[config.mk]
export PLATFORM = sky130hd
export DESIGN_NAME = ama_riscv_retire_trace
export DESIGN_NICKNAME = d
export VERILOG_FILES = /design/src/rtl/ama_riscv_retire_trace.sv
export SDC_FILE = /design/constraint.sdc
export NUM_CORES = 2
export LEC_CHECK = 0
export BUFFER_PORTS_ARGS = -buffer_cell sky130_fd_sc_hd__clkbuf_2
export CAP_MARGIN = 20
export CORE_MARGIN = 3
export CORE_UTILIZATION = 36
export CTS_BUF_LIST = sky130_fd_sc_hd__clkbuf_8
export DETAILED_ROUTE_END_ITERATION = 10
export HOLD_SLACK_MARGIN = 0.06
export PLACE_DENSITY = 0.59
export SLEW_MARGIN = 40
export SYNTH_ARGS = -nofsm -noshare
export SYNTH_HDL_FRONTEND = slang
export SYNTH_SLANG_ARGS = --single-unit
export TNS_END_PERCENT = 1
[constraint.sdc]
create_clock -name clk -period 23.1 [get_ports clk]
set_clock_uncertainty 0.1 [all_clocks]
set_input_delay 4.62 -clock clk [delete_from_list [all_inputs] [get_ports clk]]
set_output_delay 4.62 -clock clk [all_outputs]
set_load 0.05 [all_outputs]
[src/rtl/ama_riscv_retire_trace.sv]
// Retire trace buffer: queues retired-instruction records for a trace sink, keeps retirement stats, runs halt/drain FSM.
// Latency: a record accepted at edge N is visible on trace_valid/t_* in cycle N+1; no bypass; 1 record/cycle sustained.
// Backpressure: trace_ready low holds the head record; a record offered to a full FIFO with no pop is dropped and counted.

module ama_riscv_retire_trace_fifo #(
    parameter int WIDTH = 8,
    parameter int DEPTH = 16
) (
    input  logic             clk,
    input  logic             rst,
    input  logic             push,
    input  logic [WIDTH-1:0] push_dat,
    input  logic             pop,
    output logic [WIDTH-1:0] pop_dat,
    output logic             full,
    output logic             empty
);
    localparam int AW = $clog2(DEPTH);

    logic [WIDTH-1:0] mem [DEPTH];
    // Extra MSB on each pointer distinguishes full from empty when the index bits match.
    logic [AW:0]      wr_ptr;
    logic [AW:0]      rd_ptr;

    assign empty   = (wr_ptr == rd_ptr);
    assign full    = (wr_ptr[AW] != rd_ptr[AW]) && (wr_ptr[AW-1:0] == rd_ptr[AW-1:0]);
    assign pop_dat = mem[rd_ptr[AW-1:0]];

    // Pointer update; caller only pushes when a slot is free or a pop frees one this cycle.
    always_ff @(posedge clk) begin
        if (rst) begin
            wr_ptr <= '0;
            rd_ptr <= '0;
        end else begin
            if (push) wr_ptr <= wr_ptr + (AW+1)'(1);
            if (pop)  rd_ptr <= rd_ptr + (AW+1)'(1);
        end
    end

    // Storage write; data needs no reset since emptiness is tracked by the pointers.
    always_ff @(posedge clk) begin
        if (push) mem[wr_ptr[AW-1:0]] <= push_dat;
    end
endmodule

module ama_riscv_retire_trace #(
    parameter int DEPTH      = 16,
    parameter int CNT_W      = 32,
    parameter int INST_WIDTH = 32,
    parameter int ARCH_WIDTH = 64
) (
    input  logic                  clk,
    input  logic                  rst,
    input  logic                  inst_retired,
    input  logic [INST_WIDTH-1:0] r_inst,
    input  logic [ARCH_WIDTH-1:0] r_pc,
    input  logic                  r_branch_inst,
    input  logic                  r_branch_taken,
    input  logic                  r_bp_hit,
    input  logic [ARCH_WIDTH-1:0] r_dmem_addr,
    input  logic [3:0]            r_dmem_size,
    input  logic                  halt_req,
    output logic                  trace_valid,
    input  logic                  trace_ready,
    output logic [INST_WIDTH-1:0] t_inst,
    output logic [ARCH_WIDTH-1:0] t_pc,
    output logic                  t_branch_inst,
    output logic                  t_branch_taken,
    output logic                  t_bp_hit,
    output logic [ARCH_WIDTH-1:0] t_dmem_addr,
    output logic [3:0]            t_dmem_size,
    output logic [CNT_W-1:0]      cnt_ret,
    output logic [CNT_W-1:0]      cnt_br,
    output logic [CNT_W-1:0]      cnt_br_taken,
    output logic [CNT_W-1:0]      cnt_bp_hit,
    output logic [CNT_W-1:0]      cnt_ld,
    output logic [CNT_W-1:0]      cnt_st,
    output logic [CNT_W-1:0]      cnt_drop,
    output logic                  overflow,
    output logic                  done
);
    typedef struct packed {
        logic [INST_WIDTH-1:0] inst;
        logic [ARCH_WIDTH-1:0] pc;
        logic                  branch_inst;
        logic                  branch_taken;
        logic                  bp_hit;
        logic [ARCH_WIDTH-1:0] dmem_addr;
        logic [3:0]            dmem_size;
    } rec_t;

    typedef enum logic [1:0] {RUN, DRAIN, DONE} state_t;

    localparam logic [CNT_W-1:0] CNT_ONE = CNT_W'(1);

    state_t state_q;
    state_t state_d;

    rec_t   rec_in;
    rec_t   rec_out;
    logic   fifo_full;
    logic   fifo_empty;
    logic   offer;
    logic   pop;
    logic   push;
    logic   drop;

    assign rec_in = '{inst: r_inst, pc: r_pc, branch_inst: r_branch_inst,
                      branch_taken: r_branch_taken, bp_hit: r_bp_hit,
                      dmem_addr: r_dmem_addr, dmem_size: r_dmem_size};

    // Only RUN accepts retirements; a same-cycle pop makes room in a full FIFO.
    assign offer = inst_retired && (state_q == RUN);
    assign pop   = trace_valid && trace_ready;
    assign push  = offer && (!fifo_full || pop);
    assign drop  = offer && fifo_full && !pop;

    ama_riscv_retire_trace_fifo #(
        .WIDTH ($bits(rec_t)),
        .DEPTH (DEPTH)
    ) u_fifo (
        .clk      (clk),
        .rst      (rst),
        .push     (push),
        .push_dat (rec_in),
        .pop      (pop),
        .pop_dat  (rec_out),
        .full     (fifo_full),
        .empty    (fifo_empty)
    );

    assign trace_valid    = !fifo_empty;
    assign t_inst         = rec_out.inst;
    assign t_pc           = rec_out.pc;
    assign t_branch_inst  = rec_out.branch_inst;
    assign t_branch_taken = rec_out.branch_taken;
    assign t_bp_hit       = rec_out.bp_hit;
    assign t_dmem_addr    = rec_out.dmem_addr;
    assign t_dmem_size    = rec_out.dmem_size;

    // Statistics count every offered record, dropped ones included.
    always_ff @(posedge clk) begin
        if (rst) begin
            cnt_ret      <= '0;
            cnt_br       <= '0;
            cnt_br_taken <= '0;
            cnt_bp_hit   <= '0;
            cnt_ld       <= '0;
            cnt_st       <= '0;
            cnt_drop     <= '0;
            overflow     <= 1'b0;
        end else if (offer) begin
            cnt_ret <= cnt_ret + CNT_ONE;
            if (r_branch_inst)                   cnt_br       <= cnt_br + CNT_ONE;
            if (r_branch_inst && r_branch_taken) cnt_br_taken <= cnt_br_taken + CNT_ONE;
            if (r_branch_inst && r_bp_hit)       cnt_bp_hit   <= cnt_bp_hit + CNT_ONE;
            if (r_dmem_size < 4'd4)              cnt_ld       <= cnt_ld + CNT_ONE;
            if (r_dmem_size[3:2] == 2'b01)       cnt_st       <= cnt_st + CNT_ONE;
            if (drop) begin
                cnt_drop <= cnt_drop + CNT_ONE;
                overflow <= 1'b1;
            end
        end
    end

    // FSM state register.
    always_ff @(posedge clk) begin
        if (rst) state_q <= RUN;
        else     state_q <= state_d;
    end

    // Next state: DRAIN finishes once the FIFO has been seen empty for a cycle.
    always_comb begin
        state_d = state_q;
        case (state_q)
            RUN:     if (halt_req)   state_d = DRAIN;
            DRAIN:   if (fifo_empty) state_d = DONE;
            DONE:    state_d = DONE;
            default: state_d = RUN;
        endcase
    end

    assign done = (state_q == DONE);
endmodule

==> impl_table.tex <==
\begin{tabular}{lr}
\hline
Metric & Value \\
\hline
\multicolumn{2}{l}{\textbf{STA}} \\
\quad Final cycle utilization of the critical path & 49.4\% \\
\quad RSZ-0062 raised after global routing & false \\
\quad Total setup violations reported at the end of the flow & 0 \\
\quad Summed negative setup slack over all endpoints & 0 ns \\
\quad Final critical delay including setup and external delays & 11.42 ns \\
\quad Timing-limited maximum frequency & 87.6 MHz \\
\quad Slew at the pin with the worst max-slew slack & 0.871 ns \\
\quad Final number of max-transition violations & 0 \\
\quad Count of final hold-check violations & 0 \\
\quad Slew HR & 41.9\% \\
\multicolumn{2}{l}{\textbf{Power and ir drop}} \\
\quad Power density over the cells & 95.2 nW/um\^{}2 \\
\quad Power Total & 12.2 mW \\
\quad Static power due to leakage & 40.6 nW \\
\quad Largest voltage drop on the vdd net & 0.0538 mV \\
\multicolumn{2}{l}{\textbf{Synth}} \\
\quad Number of nets in the synthesized netlist & 5355 \\
\quad Sequential cell area fraction in the yosys report & 76.4\% \\
\quad Average cell area after synthesis & 21.5 um\^{}2 \\
\quad Number of enable-type register cells in the synthesized netlist & 2672 \\
\quad Number of unique standard cell types used by synthesis & 45 \\
\quad Synth warn & 0 \\
\quad Top cell type's share of synthesized area & 72.1\% \\
\quad Netlist area before placement & 111000 um\^{}2 \\
\quad Cell taking the most area after synthesis & sky130\_fd\_sc\_hd\_\_edfxtp\_1 \\
\quad Number of cells produced by synthesis & 5167 \\
\quad Biggest area contributors in the synthesized netlist & sky130\_fd\_sc\_hd\_\_edfxtp\_1 72\%, sky130\_fd\_sc\_hd\_\_mux4\_2 16\%, sky130\_fd\_sc\_hd\_\_dfxtp\_1 4.3\% \\
\quad Share of synthesized registers carrying an async set or reset & 0\% \\
\quad Ys flop type & sky130\_fd\_sc\_hd\_\_edfxtp\_1 \\
\quad Number of storage elements in the synthesis netlist & 2913 \\
\multicolumn{2}{l}{\textbf{GRT}} \\
\quad Aggregate global routing overflow & 0 \\
\quad Overall track demand over capacity in global routing & 17.8\% \\
\quad Number of global-route vias before repair & 58442 \\
\quad Initial antenna violation count & 54 \\
\quad Largest net degree at the start of global routing & 95 \\
\quad Wire length of the first global-routing pass & 414000 um \\
\multicolumn{2}{l}{\textbf{Min path}} \\
\quad Hold Path Class & reg2reg \\
\multicolumn{2}{l}{\textbf{Setup path}} \\
\quad FF-to-FF setup slack & 18.13 ns \\
\quad Largest fanout of any net on the critical path & 60 \\
\quad Crit. End Element & output port \\
\quad Crit Path Class & reg2out \\
\quad Cell type of the slowest stage on the worst timing path & sky130\_fd\_sc\_hd\_\_buf\_4 \\
\quad Most repeated library cell on the critical path & sky130\_fd\_sc\_hd\_\_buf\_12 \\
\quad Worst path max stage delay & 0.70 ns \\
\quad Required time worst endpoint & 18.38 ns \\
\quad Launching element type of the critical path & register \\
\quad CP cell instances & buf\_12 -> buf\_12 -> buf\_16 -> buf\_4 -> buf\_4 -> buf\_12 -> buf\_16 -> mux4\_2 -> nor2b\_1 -> a211oi\_1 -> a21oi\_1 -> clkbuf\_2 \\
\quad Data arrival at the endpoint of the critical path & 6.70 ns \\
\multicolumn{2}{l}{\textbf{Floorplanning}} \\
\quad Count of pins on the block boundary & 566 \\
\quad Num rows & 203 \\
\quad Core Region & 307000 um\^{}2 \\
\quad Vertical die dimension & 562 um \\
\quad Die area & 316000 um\^{}2 \\
\quad Initial core utilization & 36.3\% \\
\quad Die X & 562 um \\
\multicolumn{2}{l}{\textbf{Cells and area}} \\
\quad Layout overhead on the synthesized area & 15.6\% \\
\quad Post-route cell area & 129000 um\^{}2 \\
\quad Non-filler cells, final & 10578 \\
\quad Fraction of layout cells with a size suffix above 1 & 32.2\% \\
\quad Fill count & 27034 \\
\quad Number of nets in the finished design & 6252 \\
\multicolumn{2}{l}{\textbf{CTS}} \\
\quad Number of buffers inserted during clock tree synthesis & 472 \\
\quad Gates resized, CTS repair & 0 \\
\quad Maximum buffer depth of the clock tree & 4 \\
\quad Clock latency on the worst-skew pair & 1.09 ns \\
\quad TritonCTS clock tree & built \\
\quad Clock transition at the registers of the reported paths & 0.06 ns \\
\quad CTS sink cnt & 2913 \\
\quad Clock root buffer master & sky130\_fd\_sc\_hd\_\_clkbuf\_8 \\
\quad Post-CTS setup buffer count & 0 \\
\quad CTS HTree Levels & 5 \\
\quad Hold\_buf cts & 0 \\
\multicolumn{2}{l}{\textbf{Outcome}} \\
\quad Status & finished clean \\
\multicolumn{2}{l}{\textbf{Flow run}} \\
\quad Max cap viols & 0 \\
\multicolumn{2}{l}{\textbf{Route}} \\
\quad Post-route DRC & 0 \\
\quad Via count & 55800 \\
\quad Via-to-Cell Ratio & 5.28 \\
\quad DRT Wirelength & 286000 um \\
\quad Final routed wire length divided by cell count & 27.0 um \\
\quad Number of detailed-routing iterations run before antenna repair & 7 \\
\quad Post-detailed-route count of antenna-violating nets & 0 \\
\quad Iteration-0 DRC Markers & 4884 \\
\multicolumn{2}{l}{\textbf{Placed design}} \\
\quad Count of input and output buffers & 565 \\
\quad Placed wire-length estimate after detailed placement & 158000 um \\
\quad RePlAce Congestion & 0.913 \\
\quad Cells after DPL & 9682 \\
\quad Placed cell area & 120000 um\^{}2 \\
\hline
\end{tabular}
==> report_power, final <==
part	internal [mW]	total [mW]	switching, mW
combinational	0.725	2.06	1.33
clock	2.13	4.18	2.05
sequential	5.96	6.00	0.0482
total	8.81	12.2	3.43
==> layer usage <==
layer | part of all wire [%] | global-route usage, % | routed length [um] | vias up
met3 | 8.0 | 5.01 | 22900 | 532
met5 | 0.082 | 0 | 233 | -
met1 | 42 | 24.3 | 121000 | 29913
met4 | 3.0 | 5.49 | 8550 | 36
met2 | 47 | 27.7 | 133000 | 1887
li1 | - | - | - | 23432
==> Yosys cell counts (27+ instances only) <==
cell type,count
sky130_fd_sc_hd__xor2_1,132
sky130_fd_sc_hd__a211oi_1,56
sky130_fd_sc_hd__mux2i_1,59
sky130_fd_sc_hd__buf_2,97
sky130_fd_sc_hd__nor3_1,36
sky130_fd_sc_hd__nand4_1,87
sky130_fd_sc_hd__nand2_1,90
sky130_fd_sc_hd__mux4_2,780
sky130_fd_sc_hd__dfxtp_1,241
sky130_fd_sc_hd__inv_1,27
sky130_fd_sc_hd__xnor2_1,61
sky130_fd_sc_hd__nand3_1,75
sky130_fd_sc_hd__and4_1,29
sky130_fd_sc_hd__nor2b_1,62
sky130_fd_sc_hd__and3_1,40
sky130_fd_sc_hd__nor2_1,216
sky130_fd_sc_hd__a21oi_1,103
sky130_fd_sc_hd__clkbuf_1,143
sky130_fd_sc_hd__edfxtp_1,2672
==> final timing paths <==
path / from / end / cells after the start
worst max-delay path: register / t_dmem_addr[22] / 12
worst min-delay path: overflow$_SDFFE_PP0P_ / overflow$_SDFFE_PP0P_ / 2
worst max register to register: state_q[0]$_SDFFE_PP0P_ / u_fifo.mem[6][141]$_DFFE_PP_ / 9
worst min register to register: overflow$_SDFFE_PP0P_ / overflow$_SDFFE_PP0P_ / 2
==> critical path: cells and delay by family, from the launching register on <==
family                 cells  cell delay, ns
buffers and inverters      8            3.54
DFF                        1            0.63
AOI/OAI and AO/OA          2            0.41
and+or+nand+nor            1            0.14
muxes                      1            0.55
==> stage by stage <==
stage | utilization, % | hold slack [ns] | worst slack (ns)
floorplan | - | 0.366 | 5.59
global placement | 38.8 | 0.363 | 12.39
detailed placement | 39.0 | 0.360 | 12.51
CTS | 41.9 | 0.376 | 11.28
global route | 41.9 | 0.403 | 10.84
finish | 41.9 | 0.374 | 11.68
==> final cells by class <==
type	instances	area [um^2]	area share, %
diodes	19	47.5	0.0369
clock buffers	485	6680	5.19
clock inverters	384	2210	1.72
inverters	27	101	0.0788
multi-input cells	1965	25200	19.6
flip-flops and latches	2913	85100	66.1
well taps	4100	5130	3.99
repair buffers	685	4270	3.32
==> logic make-up after synthesis <==
family          after synthesis  share of synthesized area [%]
compound gates              195                           1.03
xor+xnor                    193                           1.52
fa+ha+maj                    16                          0.180
buf+inv                     289                           1.09
flops                      2913                           76.4
mux                         842                           16.3
simple gates                719                           3.42
==> state kept, by name, summed over array words and instances (netlist names), named ones only <==
signal / flops
u_fifo.mem: 2672
cnt_bp_hit: 32
cnt_br: 32
cnt_br_taken: 32
cnt_drop: 32
cnt_ld: 32
cnt_ret: 32
cnt_st: 32
u_fifo.rd_ptr: 5
u_fifo.wr_ptr: 5
state_q: 2
overflow: 1
==> cells in the final DEF, fill, tap and decap left out, drive strengths merged, types with 2 or more instances in the layout <==
cell type and count:
o31ai 10, dfxtp 241, nand4bb 2, nand3 75, nor2b 62, diode 19
ha 16, xor2 132, mux4 780, nor2 216, xnor2 61, a211oi 56
nor3 38, or4b 3, clkinvlp 9, o21ai 23, mux2 3, nand2 90
mux2i 59, buf 121, clkinv 154, and3 40, a21oi 103, nand2b 5
o211ai 2, bufinv 15, edfxtp 2672, or4 11, clkbuf 1049, or2 4
and2 9, or3 25, inv 233, nand4 89, and4 29, nor4 16
Note: power is estimated with default switching activity, not from simulation.
